$ cat config.mk
export PLATFORM = sky130hd
export DESIGN_NAME = control_unit
export DESIGN_NICKNAME = d
export VERILOG_FILES = /design/src/rtl/cpu_pkg.sv /design/src/rtl/reg_select_decoder.sv /design/src/rtl/control_unit.sv
export SDC_FILE = /design/constraint.sdc
export NUM_CORES = 1
export LEC_CHECK = 0
export CORE_ASPECT_RATIO = 0.9
export CORE_MARGIN = 2
export CORE_UTILIZATION = 37
export DETAILED_ROUTE_END_ITERATION = 6
export HOLD_SLACK_MARGIN = 0.15
export PLACE_DENSITY = 0.91
export REMOVE_ABC_BUFFERS = 1
export SLEW_MARGIN = 10
export SYNTH_ARGS = -nofsm -noshare
export SYNTH_HDL_FRONTEND = slang
export SYNTH_HIERARCHICAL = 1
export SYNTH_SLANG_ARGS = --single-unit
export TNS_END_PERCENT = 10
$ cat constraint.sdc
create_clock -name Clock -period 2.8 [get_ports Clock]
set_clock_uncertainty 0.1 [all_clocks]
set_input_delay 0.56 -clock Clock [delete_from_list [all_inputs] [get_ports Clock]]
set_output_delay 0.56 -clock Clock [all_outputs]
set_load 0.1 [all_outputs]
$ cat src/rtl/cpu_pkg.sv
// Shared definitions for the hardwired control sequencer: opcodes, IR field positions, FSM states.
// Pure declarations; no latency or flow control.
package cpu_pkg;

   localparam logic [4:0] OP_ADD  = 5'b00011;
   localparam logic [4:0] OP_SUB  = 5'b00100;
   localparam logic [4:0] OP_AND  = 5'b00101;
   localparam logic [4:0] OP_OR   = 5'b00110;
   localparam logic [4:0] OP_NOP  = 5'b11010;
   localparam logic [4:0] OP_HALT = 5'b11011;

   localparam int OPC_MSB = 31;
   localparam int OPC_LSB = 27;
   localparam int RA_MSB  = 26;
   localparam int RA_LSB  = 23;
   localparam int RB_MSB  = 22;
   localparam int RB_LSB  = 19;
   localparam int RC_MSB  = 18;
   localparam int RC_LSB  = 15;

   typedef enum logic [3:0] {
      S_IDLE,
      S_T0,
      S_T1,
      S_T1W,
      S_T2,
      S_T3,
      S_T4,
      S_T5,
      S_HALTED
   } state_t;

   typedef enum logic [2:0] {
      K_ADD,
      K_SUB,
      K_AND,
      K_OR,
      K_NOP,
      K_HALT,
      K_ILL
   } op_kind_t;

   function automatic op_kind_t decode_op(input logic [4:0] opc);
      op_kind_t k;
      case (opc)
         OP_ADD:  k = K_ADD;
         OP_SUB:  k = K_SUB;
         OP_AND:  k = K_AND;
         OP_OR:   k = K_OR;
         OP_NOP:  k = K_NOP;
         OP_HALT: k = K_HALT;
         default: k = K_ILL;
      endcase
      return k;
   endfunction

   function automatic logic is_alu_op(input op_kind_t k);
      return (k == K_ADD) || (k == K_SUB) || (k == K_AND) || (k == K_OR);
   endfunction

endpackage

$ cat src/rtl/reg_select_decoder.sv
// 4-bit register field to one-hot select, gated by an enable; purely combinational.
// Zero latency, no flow control; fields beyond NUM_REGS select nothing.
module reg_select_decoder
   import cpu_pkg::*;
#(
   parameter int NUM_REGS = 16
) (
   input  logic                en,
   input  logic [3:0]          field,
   output logic [NUM_REGS-1:0] onehot
);

   always_comb begin
      onehot = '0;
      for (int i = 0; i < NUM_REGS; i++) begin
         onehot[i] = en && (int'(field) == i);
      end
   end

endmodule

$ cat src/rtl/control_unit.sv
// Hardwired fetch/execute sequencer driving every datapath strobe for three-register ALU instructions.
// ALU ops take 6 cycles, NOP/illegal/HALT 4; fetch stalls in T1W while Mem_ready is low.
module control_unit
   import cpu_pkg::*;
#(
   parameter int NUM_REGS = 16,
   parameter int CNT_W    = 16
) (
   input  logic                Clock,
   input  logic                Resetn,
   input  logic                Run,
   input  logic                Mem_ready,
   input  logic [31:0]         IR,
   output logic                PCout,
   output logic                PCin,
   output logic                IncPC,
   output logic                MARin,
   output logic                MDRin,
   output logic                MDRout,
   output logic                Read,
   output logic                IRin,
   output logic                Yin,
   output logic                Zin,
   output logic                Zlowout,
   output logic                ADD,
   output logic                SUB,
   output logic                AND,
   output logic                OR,
   output logic [NUM_REGS-1:0] Rin,
   output logic [NUM_REGS-1:0] Rout,
   output logic                Running,
   output logic                Halted,
   output logic                Illegal,
   output logic [CNT_W-1:0]    Retired
);

   state_t   state;
   op_kind_t kind;
   logic     alu_op;
   logic     rout_en;
   logic     rin_en;
   logic [3:0] ra, rb, rc;
   logic [3:0] rout_field;
   logic     unused_ir;

   assign kind      = decode_op(IR[OPC_MSB:OPC_LSB]);
   assign alu_op    = is_alu_op(kind);
   assign ra        = IR[RA_MSB:RA_LSB];
   assign rb        = IR[RB_MSB:RB_LSB];
   assign rc        = IR[RC_MSB:RC_LSB];
   assign unused_ir = ^IR[RC_LSB-1:0];

   always_ff @(posedge Clock or negedge Resetn) begin
      if (!Resetn) begin
         state   <= S_IDLE;
         Retired <= '0;
      end else begin
         case (state)
            S_IDLE:   if (Run) state <= S_T0;
            S_T0:     state <= S_T1;
            S_T1,
            S_T1W:    state <= Mem_ready ? S_T2 : S_T1W;
            S_T2:     state <= S_T3;
            S_T3: begin
               if (alu_op) begin
                  state <= S_T4;
               end else begin
                  Retired <= Retired + CNT_W'(1);
                  if (kind == K_HALT) state <= S_HALTED;
                  else                state <= Run ? S_T0 : S_IDLE;
               end
            end
            S_T4:     state <= S_T5;
            S_T5: begin
               Retired <= Retired + CNT_W'(1);
               state   <= Run ? S_T0 : S_IDLE;
            end
            S_HALTED: state <= S_HALTED;
            default:  state <= S_IDLE;
         endcase
      end
   end

   // Strobes decode from the state register (and IR, stable from T3) so reset clears them at once.
   always_comb begin
      PCout   = 1'b0;
      PCin    = 1'b0;
      IncPC   = 1'b0;
      MARin   = 1'b0;
      MDRin   = 1'b0;
      MDRout  = 1'b0;
      Read    = 1'b0;
      IRin    = 1'b0;
      Yin     = 1'b0;
      Zin     = 1'b0;
      Zlowout = 1'b0;
      ADD     = 1'b0;
      SUB     = 1'b0;
      AND     = 1'b0;
      OR      = 1'b0;
      Illegal = 1'b0;
      case (state)
         S_T0: begin
            PCout = 1'b1;
            MARin = 1'b1;
            IncPC = 1'b1;
            Zin   = 1'b1;
         end
         S_T1: begin
            Zlowout = 1'b1;
            PCin    = 1'b1;
            Read    = 1'b1;
            MDRin   = 1'b1;
         end
         S_T1W: begin
            Read  = 1'b1;
            MDRin = 1'b1;
         end
         S_T2: begin
            MDRout = 1'b1;
            IRin   = 1'b1;
         end
         S_T3: begin
            Yin     = alu_op;
            Illegal = (kind == K_ILL);
         end
         S_T4: begin
            Zin = 1'b1;
            ADD = (kind == K_ADD);
            SUB = (kind == K_SUB);
            AND = (kind == K_AND);
            OR  = (kind == K_OR);
         end
         S_T5: Zlowout = 1'b1;
         default: ;
      endcase
   end

   assign Running    = (state != S_IDLE) && (state != S_HALTED);
   assign Halted     = (state == S_HALTED);
   assign rout_en    = ((state == S_T3) && alu_op) || (state == S_T4);
   assign rout_field = (state == S_T4) ? rc : rb;
   assign rin_en     = (state == S_T5);

   reg_select_decoder #(.NUM_REGS(NUM_REGS)) u_rout_dec (
      .en     (rout_en),
      .field  (rout_field),
      .onehot (Rout)
   );

   reg_select_decoder #(.NUM_REGS(NUM_REGS)) u_rin_dec (
      .en     (rin_en),
      .field  (ra),
      .onehot (Rin)
   );

endmodule

After elaboration in Yosys (flattened, before gate mapping)
Index checks and enable logic that the tools add are counted.
{ "word_totals": {"output_inout_bits": 66, "reg_bits": 20, "inputBits": 36, "word_cells": 125} }
{ "classes": {"n_eq_ne": 52, "n_mux": 22, "n_reduce_logical": 48, "addsub": 1} }
{ "op_table": {"columns": ["op", "count"], "rows": [
  ["$eq 4x4->1 const B", 17],
  ["$eq 4x3->1 const B", 12],
  ["$logic_and 1x1->1", 34],
  ["$pmux 16 s2", 1],
  ["$pmux 4 s8", 1],
  ["$eq 4x2->1 const B", 6],
  ["$pmux 3 s6", 1],
  ["$add 16x1->16 const B", 1],
  ["$mux 16", 1],
  ["$mux 4", 4],
  ["$eq 5x3->1 const B", 3],
  ["$mux 1", 13],
  ["$eq 4x1->1 const B", 3],
  ["$logic_not 4->1", 3],
  ["$eq 5x5->1 const B", 2],
  ["$eq 3x2->1 const B", 2],
  ["$eq 3x3->1 const B", 2],
  ["$reduce_or 2->1", 3],
  ["$eq 5x2->1 const B", 1],
  ["$logic_or 1x1->1", 4],
  ["$ne 2x2->1 const B", 2],
  ["$ne 4x4->1 const B", 1],
  ["$reduce_bool 4->1", 1],
  ["$eq 3x1->1 const B", 1],
  ["4 further kinds", 4]
]} }

Depth between registers and ports, before layout
Gate-level depths: netlist of run 1.
{ "logic_depth": {"depth_word": 9, "mapped_depth": 7} }

Cells and area by module
The synthesis of run 1 kept the hierarchy.
{ "modules_own_cells": {"columns": ["mod", "cells_each", "area_per_inst_um2", "n_inst", "seq_area_each_um2"], "rows": [
  ["control_unit", 147, 1350.0, 1, 500.5],
  ["reg_select_decoder", 23, 117.6, 2, 0.0]
]} }

Least setup slack after synthesis of run 1
OpenSTA, ideal clock, no wires.
{ "synth_timing": {"path_type": "register to output", "start": "register state[3]", "end": "output Rout[4]", "t_required_ns": 2.140, "path_buffers": 1, "slack_ns": -4.210, "stages_incl_launch_ff": 8, "arrival_ns": 6.350, "cell_sequence": "dfrtp_1 > clkbuf_1 > and3b_1 > nand2_1 > nor4_1 > nand2b_1 > nand3b_1 > nor3_1"} }
{ "synth_between": {"elab_chain_len": 4, "elab_cells_between_ends": 7, "classes_between": "eq/ne: 3; mux: 1; reduce/logical: 3"} }
{ "synth_rtl": {"columns": ["item", "line", "source"], "rows": [
  ["start: declaration", "control_unit.sv:37", "state_t state;"],
  ["start signal: assignment", "control_unit.sv:62", "S_T1W: state <= Mem_ready ? S_T2 : S_T1W;"],
  ["start signal: assignment", "control_unit.sv:70", "else state <= Run ? S_T0 : S_IDLE;"],
  ["start signal: assignment", "control_unit.sv:76", "state <= Run ? S_T0 : S_IDLE;"],
  ["$eq 4x3->1", "control_unit.sv:141", "assign rout_en = ((state == S_T3) && alu_op) || (state == S_T4);"],
  ["$logic_and 1x1->1", "control_unit.sv:141", null],
  ["$logic_or 1x1->1 *", "control_unit.sv:141", null],
  ["net rout_en", "control_unit.sv:40", "logic rout_en;"],
  ["$logic_and 1x1->1 *", "reg_select_decoder.sv:16", "onehot[i] = en && (int'(field) == i);"],
  ["end: declaration", "control_unit.sv:30", "output logic [NUM_REGS-1:0] Rout,"]
]} }
Mark *: on every way through the listed nets, which the timed path passes. The rest lies on a longest branch.

Worst setup path after layout of run 1
{ "layout_timing": {"start": "input IR[29]", "end": "output Rout[8]"} }
{ "layout_between": {"elab_chain_len": 9, "elab_cells_between_ends": 17, "classes_between": "eq/ne: 9; mux: 1; reduce/logical: 7"} }
{ "layout_rtl": {"columns": ["item", "line", "source"], "rows": [
  ["start: declaration", "control_unit.sv:13", "input logic [31:0] IR,"],
  ["$eq 5x5->1 (tied with other cells)", "cpu_pkg.sv:45", "case (opc)"],
  ["$pmux 3 s6 *", "cpu_pkg.sv:45", null],
  ["$eq 3x1->1 or $logic_not 3->1 (tied branches)", "cpu_pkg.sv:58", "return (k == K_ADD) || (k == K_SUB) || (k == K_AND) || (k == K_OR);"],
  ["$logic_or 1x1->1 (2 in series)", "cpu_pkg.sv:58", null],
  ["$logic_or 1x1->1 *", "cpu_pkg.sv:58", null],
  ["$logic_and 1x1->1 *", "control_unit.sv:141", null],
  ["$logic_or 1x1->1 *", "control_unit.sv:141", null],
  ["net rout_en", "control_unit.sv:40", null],
  ["$logic_and 1x1->1 *", "reg_select_decoder.sv:16", null]
]} }
Marked as above.

==> run metrics, run 1 <==
status finished with violations; failing checks negative setup slack; Diodes inserted 0; number of global-route vias before repair 2019; area of the multi-input gates 0.00120 mm2; first-pass GRT wire length 10200 um; Global Route Usage Sum 0.275; net switching power 2.07 mW; Yosys Warn Count 6; GRT Residual Overflow 0; Final Setup Violations 13; Worst-Margin Slew 0.399 ns; port buffer count 86; P&R area growth vs syn 110%; Synth area leader dfrtp_1; largest net degree at the start of global routing 21; Synth Instances 193; clock share of power 0.062; Synth async-reset ratio 1.00; Hold Path Class reg -> reg; crit-path most repeated cell buf_4; drt first-iter violations 111; FILL cells 200; hold_ws 0.383 ns; worst hold start Retired[15]; synthesized area per cell 8.21 um2; RSZ-0062 raised after global routing true; Crit path arrival time 2.33 ns; mapped cell area 0.00159 mm2; Crit Path Category in -> out; pwr dens 971 mW/mm2; Sink Count 20; Max Root-Sink Buffers 2; H-tree depth 1; R2R Path Start state[1]; Final Instance Area 0.00333 mm2; # rows 22; Chip Width 73.0 um; Final Max Tran Viols 0; DPL Wire Length 4410 um; final worst slack -0.186 ns; EDFF count, synth 0; die span in y 66.1 um; Relative slew margins 0.732; Final Hold Viols 0; # IOs 102; final period utilization 1.07; sequential area share after synthesis 0.316; GPL Wtd Cong 0.806; Seq pwr share 0.152; internal cell power 1.16 mW; Final #Nets 345; share of post-route cells with drive strength above 1 0.526; crit path cell chain buf_8 > and3b_2 > nor2_4 > nor4_4 > nand2b_4 > buf_4 > nand3b_1 > nor3_2 > buf_4 > buf_12; Post-DRT Antenna Nets 0; final routed DRC violation total 0; logic gate share of total power 0.786; CP max stage cell nor4_4; Sw Share 0.640; Layout Cells excl Fill 354; Initial Utilization 0.387; Post-CTS Hold Buffers 0; Seq cells post-synth 20; Worst path max stage delay 0.29 ns; Setup crit start kind input pin; Core Region 0.00410 mm2; 1st-pass router iterations 4; post-layout util 0.811; CP endpoint kind output pin; Worst EP required 2.14 ns; Max Cap Viol 0; f_max 335 MHz; drt total wl 7060 um; DR WL/cell 19.9 um; Max VDD drop 0.636 mV; post-synth cell types 43; Clock Latency Late Sink 0.27 ns; Placed Area 0.00298 mm2; Reg area 500 um2; clock root buffer clkbuf_8; initial antenna violation count 0; Main synth FF type dfrtp_1; worst-path maximum fanout 4; Vias/cell 5.70; via count 2018; cell count after placement 339; Area contributors post-synth dfrtp_1 32%, xor2_1 7.7%, nor2_1 7.3%; Die Area 0.00482 mm2; CP startpoint IR[29]; CTS Buf Count 3; Reg clk slew, reported paths 0.08 ns; final worst path period need 2.99 ns; Leak 1.35 nW; CTS tree built; Synth top area share 0.316; overall power 3.23 mW
## cell usage in the layout (no fill, tap or decap), drive strengths merged, types with 2 or more instances in the layout
cell type	instances
buf	104
nor2	31
nand2	23
dfrtp	20
nor3	19
clkdlybuf4s50	15
xor2	14
nand3	11
nand2b	9
nor4	7
nand4	5
nand3b	5
inv	3
and2	3
a21oi	3
clkbuf	3
o21ai	3
nor2b	3
or2	2
and4	2
or3b	2
and3b	2
and3	2
nor4b	2
## cell usage after synthesis (3+ instances only)
cell type and number:
clkbuf_1 3, nand2_1 22, nand2b_1 9, nand4_1 5, and2_1 3, xor2_1 14
buf_4 4, nor4_1 4, inv_1 4, nor2_1 31, a21oi_1 3, dfrtp_1 20
nand3b_1 5, nor3_2 5, nand3_1 11, nor3_1 14
## power by group through the flow
stage / clock, mW / combinational (mW) / sequential [mW]
floorplan: 0 / 1.03 / 0.984
global placement: 0 / 2.27 / 0.482
detailed placement: 0 / 2.30 / 0.488
CTS: 0.194 / 2.38 / 0.483
global route: 0.217 / 2.60 / 0.508
finish: 0.200 / 2.54 / 0.493
## final cells by class
| class | instances | share of cell area |
|---|---|---|
| repair buffers | 121 | 0.452 |
| flip-flops and latches | 20 | 0.150 |
| well taps | 48 | 0.0180 |
| multi-input cells | 158 | 0.362 |
| inverters | 4 | 0.00564 |
| clock buffers | 3 | 0.0124 |
## metrics by stage
stage          setup WS [ns]  setup TNS (ns)
6_report              -0.186           -1.24
2_1_floorplan          -8.11         -102.96
3_5_place_dp          -0.518           -6.92
5_1_grt               -0.226           -1.97
4_1_cts               -0.106          -0.302
3_3_place_gp          -0.406           -4.92
## state kept, by name, summed over array words and instances (netlist names)
signal   count
Retired     16
state        4
## per-layer routing
metal  wire length (um)  track usage
met1               2560        0.294
met2               3840        0.497
met3                465       0.0838
met4                193        0.116
met5                  0            0
## cell families after synthesis
group                    synth area share
XOR/XNOR                           0.0829
buffers and inverters              0.0560
flip-flops                          0.316
AND/OR/NAND/NOR                     0.481
adder cells (fa/ha/maj)           0.00789
AO/OA/AOI/OAI                      0.0489
multiplexers                      0.00710
## what timing repair did
item / in CTS / in global routing
gates resized for setup: 34 / 39
buffers inserted: 6 / 6
pin swaps: 5 / 9
endpoints found under the setup margin: 24 / 24
## final timing paths
check	end	slack, ns	cells past startpoint
worst min register to register	Retired[15]	0.38	1
max in group asynchronous	Retired[8]	1.85	2
worst max register to register	Retired[1]	0.95	5
worst max-delay path	Rout[8]	-0.19	10
min in group asynchronous	Retired[12]	0.53	2
worst min-delay path	Retired[15]	0.38	1
## worst max-delay path: cells and delay by family
| kind | cells | cell delay (ns) |
|---|---|---|
| buffers and inverters | 4 | 0.58 |
| and+or+nand+nor | 6 | 1.18 |
Power figures use the tool's default switching activity.
==> inputs of run 2 (changes only) <==
HOLD_SLACK_MARGIN = 0.12   (was 0.15)
RECOVER_POWER = 50   (was not set)
SLEW_MARGIN = 5   (was 10)
==> run metrics, run 2 (synthesis results as in run 1) <==
Die Area 0.00482 mm2 (unchanged); P&R area growth vs syn 105% (was 110%); Max Cap Viol 0 (unchanged); overall power 3.16 mW (was 3.23 mW); Setup TNS -1.23 ns (was -1.24 ns); status finished with violations (unchanged); CP endpoint kind output pin (unchanged); clock root buffer clkbuf_8 (unchanged); Max Root-Sink Buffers 2 (unchanged); Top delay family on crit path simple AND/OR/NAND/NOR gates (unchanged); # rows 22 (unchanged); Diodes inserted 0 (unchanged); Reg clk slew, reported paths 0.08 ns (about the same); Global Route Usage Sum 0.275 (unchanged); H-tree depth 1 (unchanged); number of global-route vias before repair 2019 (unchanged); Clock Latency Late Sink 0.27 ns (about the same); DR WL/cell 20.0 um (was 19.9 um); share of post-route cells with drive strength above 1 0.458 (was 0.526); CP bufs+invs 4 (unchanged); R2R Path Start state[1] (unchanged); Worst EP required 2.14 ns (about the same); Crit path arrival time 2.31 ns (was 2.33 ns); CP max stage cell nor4_4 (unchanged); 1st-pass router iterations 4 (unchanged); die span in y 66.1 um (unchanged); Post-CTS Hold Buffers 0 (unchanged); Core Region 0.00410 mm2 (unchanged); hold_ws 0.380 ns (was 0.383 ns); Worst path max stage delay 0.29 ns (about the same); drt first-iter violations 149 (was 111); final routed DRC violation total 0 (unchanged); DPL Wire Length 4410 um (unchanged); CP startpoint IR[29] (unchanged); commonest cells after routing, fill and taps aside 43 x buf_12, 39 x buf_4, 20 x dfrtp_1, 18 x clkbuf_1, 17 x nor2_1 (was 57 x buf_4, 43 x buf_12, 20 x dfrtp_1, 17 x nor2_1, 15 x clkdlybuf4s50_1); Crit Path Category in -> out (unchanged); largest net degree at the start of global routing 21 (unchanged); pwr dens 973 mW/mm2 (was 971 mW/mm2); f_max 337 MHz (was 335 MHz); GRT Residual Overflow 0 (unchanged); biggest registers after layout Retired (16), state (4) (unchanged); Final Setup Violations 13 (unchanged); Final Max Tran Viols 0 (unchanged); dpl ws -0.518 ns (unchanged); first-pass GRT wire length 10200 um (unchanged); port buffer count 86 (unchanged); crit-path most repeated cell buf_4 (unchanged); Largest Register Retired (unchanged); Max VDD drop 0.680 mV (was 0.636 mV); worst hold start Retired[15] (unchanged); Vias/cell 5.65 (was 5.70); CTS Buf Count 3 (unchanged); final worst path period need 2.97 ns (was 2.99 ns); final period utilization 1.06 (was 1.07); via count 2001 (was 2018); Sink Count 20 (unchanged); Initial Utilization 0.387 (unchanged); leading cell type in the layout, fill and taps excluded buf_12 (was buf_4); crit path cell chain buf_8 > and3b_2 > nor2_4 > nor4_4 > nand2b_4 > buf_4 > nand3b_1 > nor3_2 > buf_4 > buf_12 (unchanged); Relative slew margins 0.220 (was 0.732); Final Hold Viols 0 (unchanged); CTS tree built (unchanged); Hold Path Class reg -> reg (unchanged); RSZ-0062 raised after global routing true (unchanged); Layout Cells excl Fill 354 (unchanged); Chip Width 73.0 um (unchanged); Setup crit start kind input pin (unchanged); GPL Wtd Cong 0.806 (unchanged); Final #Nets 345 (unchanged); failing checks negative setup slack (unchanged); max FFs per register 16 (unchanged); drt total wl 7080 um (was 7060 um); Post-DRT Antenna Nets 0 (unchanged); worst-path maximum fanout 4 (unchanged); # IOs 102 (unchanged); final worst slack -0.171 ns (was -0.186 ns); Leak 1.28 nW (was 1.35 nW); initial antenna violation count 0 (unchanged); cell count after placement 339 (unchanged); Worst-Margin Slew 1.18 ns (was 0.399 ns)
[run 2: changes by cell type in the layout (fill, tap and decap cells not counted), moves of 2 or more]
cell,change
nor3_1,+2
buf_4,-18
nor3_2,-2
clkbuf_1,+18
[run 2: what timing repair did]
item                       CTS  global route
resized for setup           34            39
setup endpoints to repair   24            24
pin swaps                    5             9
buffers inserted             6             6
[run 2: path summary, 6_finish.rpt]
| path | cells past startpoint | endpoint | slack, ns |
|---|---|---|---|
| setup / recovery | 10 | Rout[8] | -0.17 |
| hold / removal | 1 | Retired[15] | 0.38 |
| setup reg to reg | 5 | Retired[1] | 0.58 |
| hold reg to reg | 1 | Retired[15] | 0.38 |
| max in group asynchronous | 2 | state[0] | 1.03 |
| min in group asynchronous | 2 | Retired[14] | 0.91 |
[run 2: per-layer routing]
layer  track usage  part of all wire  vias to the layer above
met4         0.116             0.029                        0
li1              -                 -                      896
met5             0                 0                        -
met2         0.497              0.54                      103
met3        0.0838             0.069                       22
met1         0.294              0.36                      980
[run 2: layout make-up]
class	instances	area (um2)
Clock buffer	3	41.3
Multi-Input combinational cell	158	1190
Fill cell	225	858
Sequential cell	20	500
Timing Repair Buffer	121	1440
Tap cell	48	60.1
Inverter	4	18.8
[run 2: where the power goes]
| part | total (mW) | internal (mW) | switching, mW | leakage (nW) |
|---|---|---|---|---|
| Sequential | 0.491 | 0.380 | 0.111 | 0.222 |
| Combinational | 2.47 | 0.619 | 1.85 | 1.04 |
| Clock | 0.201 | 0.0964 | 0.104 | 0.0216 |
[run 2: per-stage QoR]
step,area [um2],util
2_1_floorplan,1510,-
3_3_place_gp,2980,0.726
4_1_cts,3140,0.765
3_5_place_dp,2980,0.726
6_report,3240,0.791
5_1_grt,3240,0.791
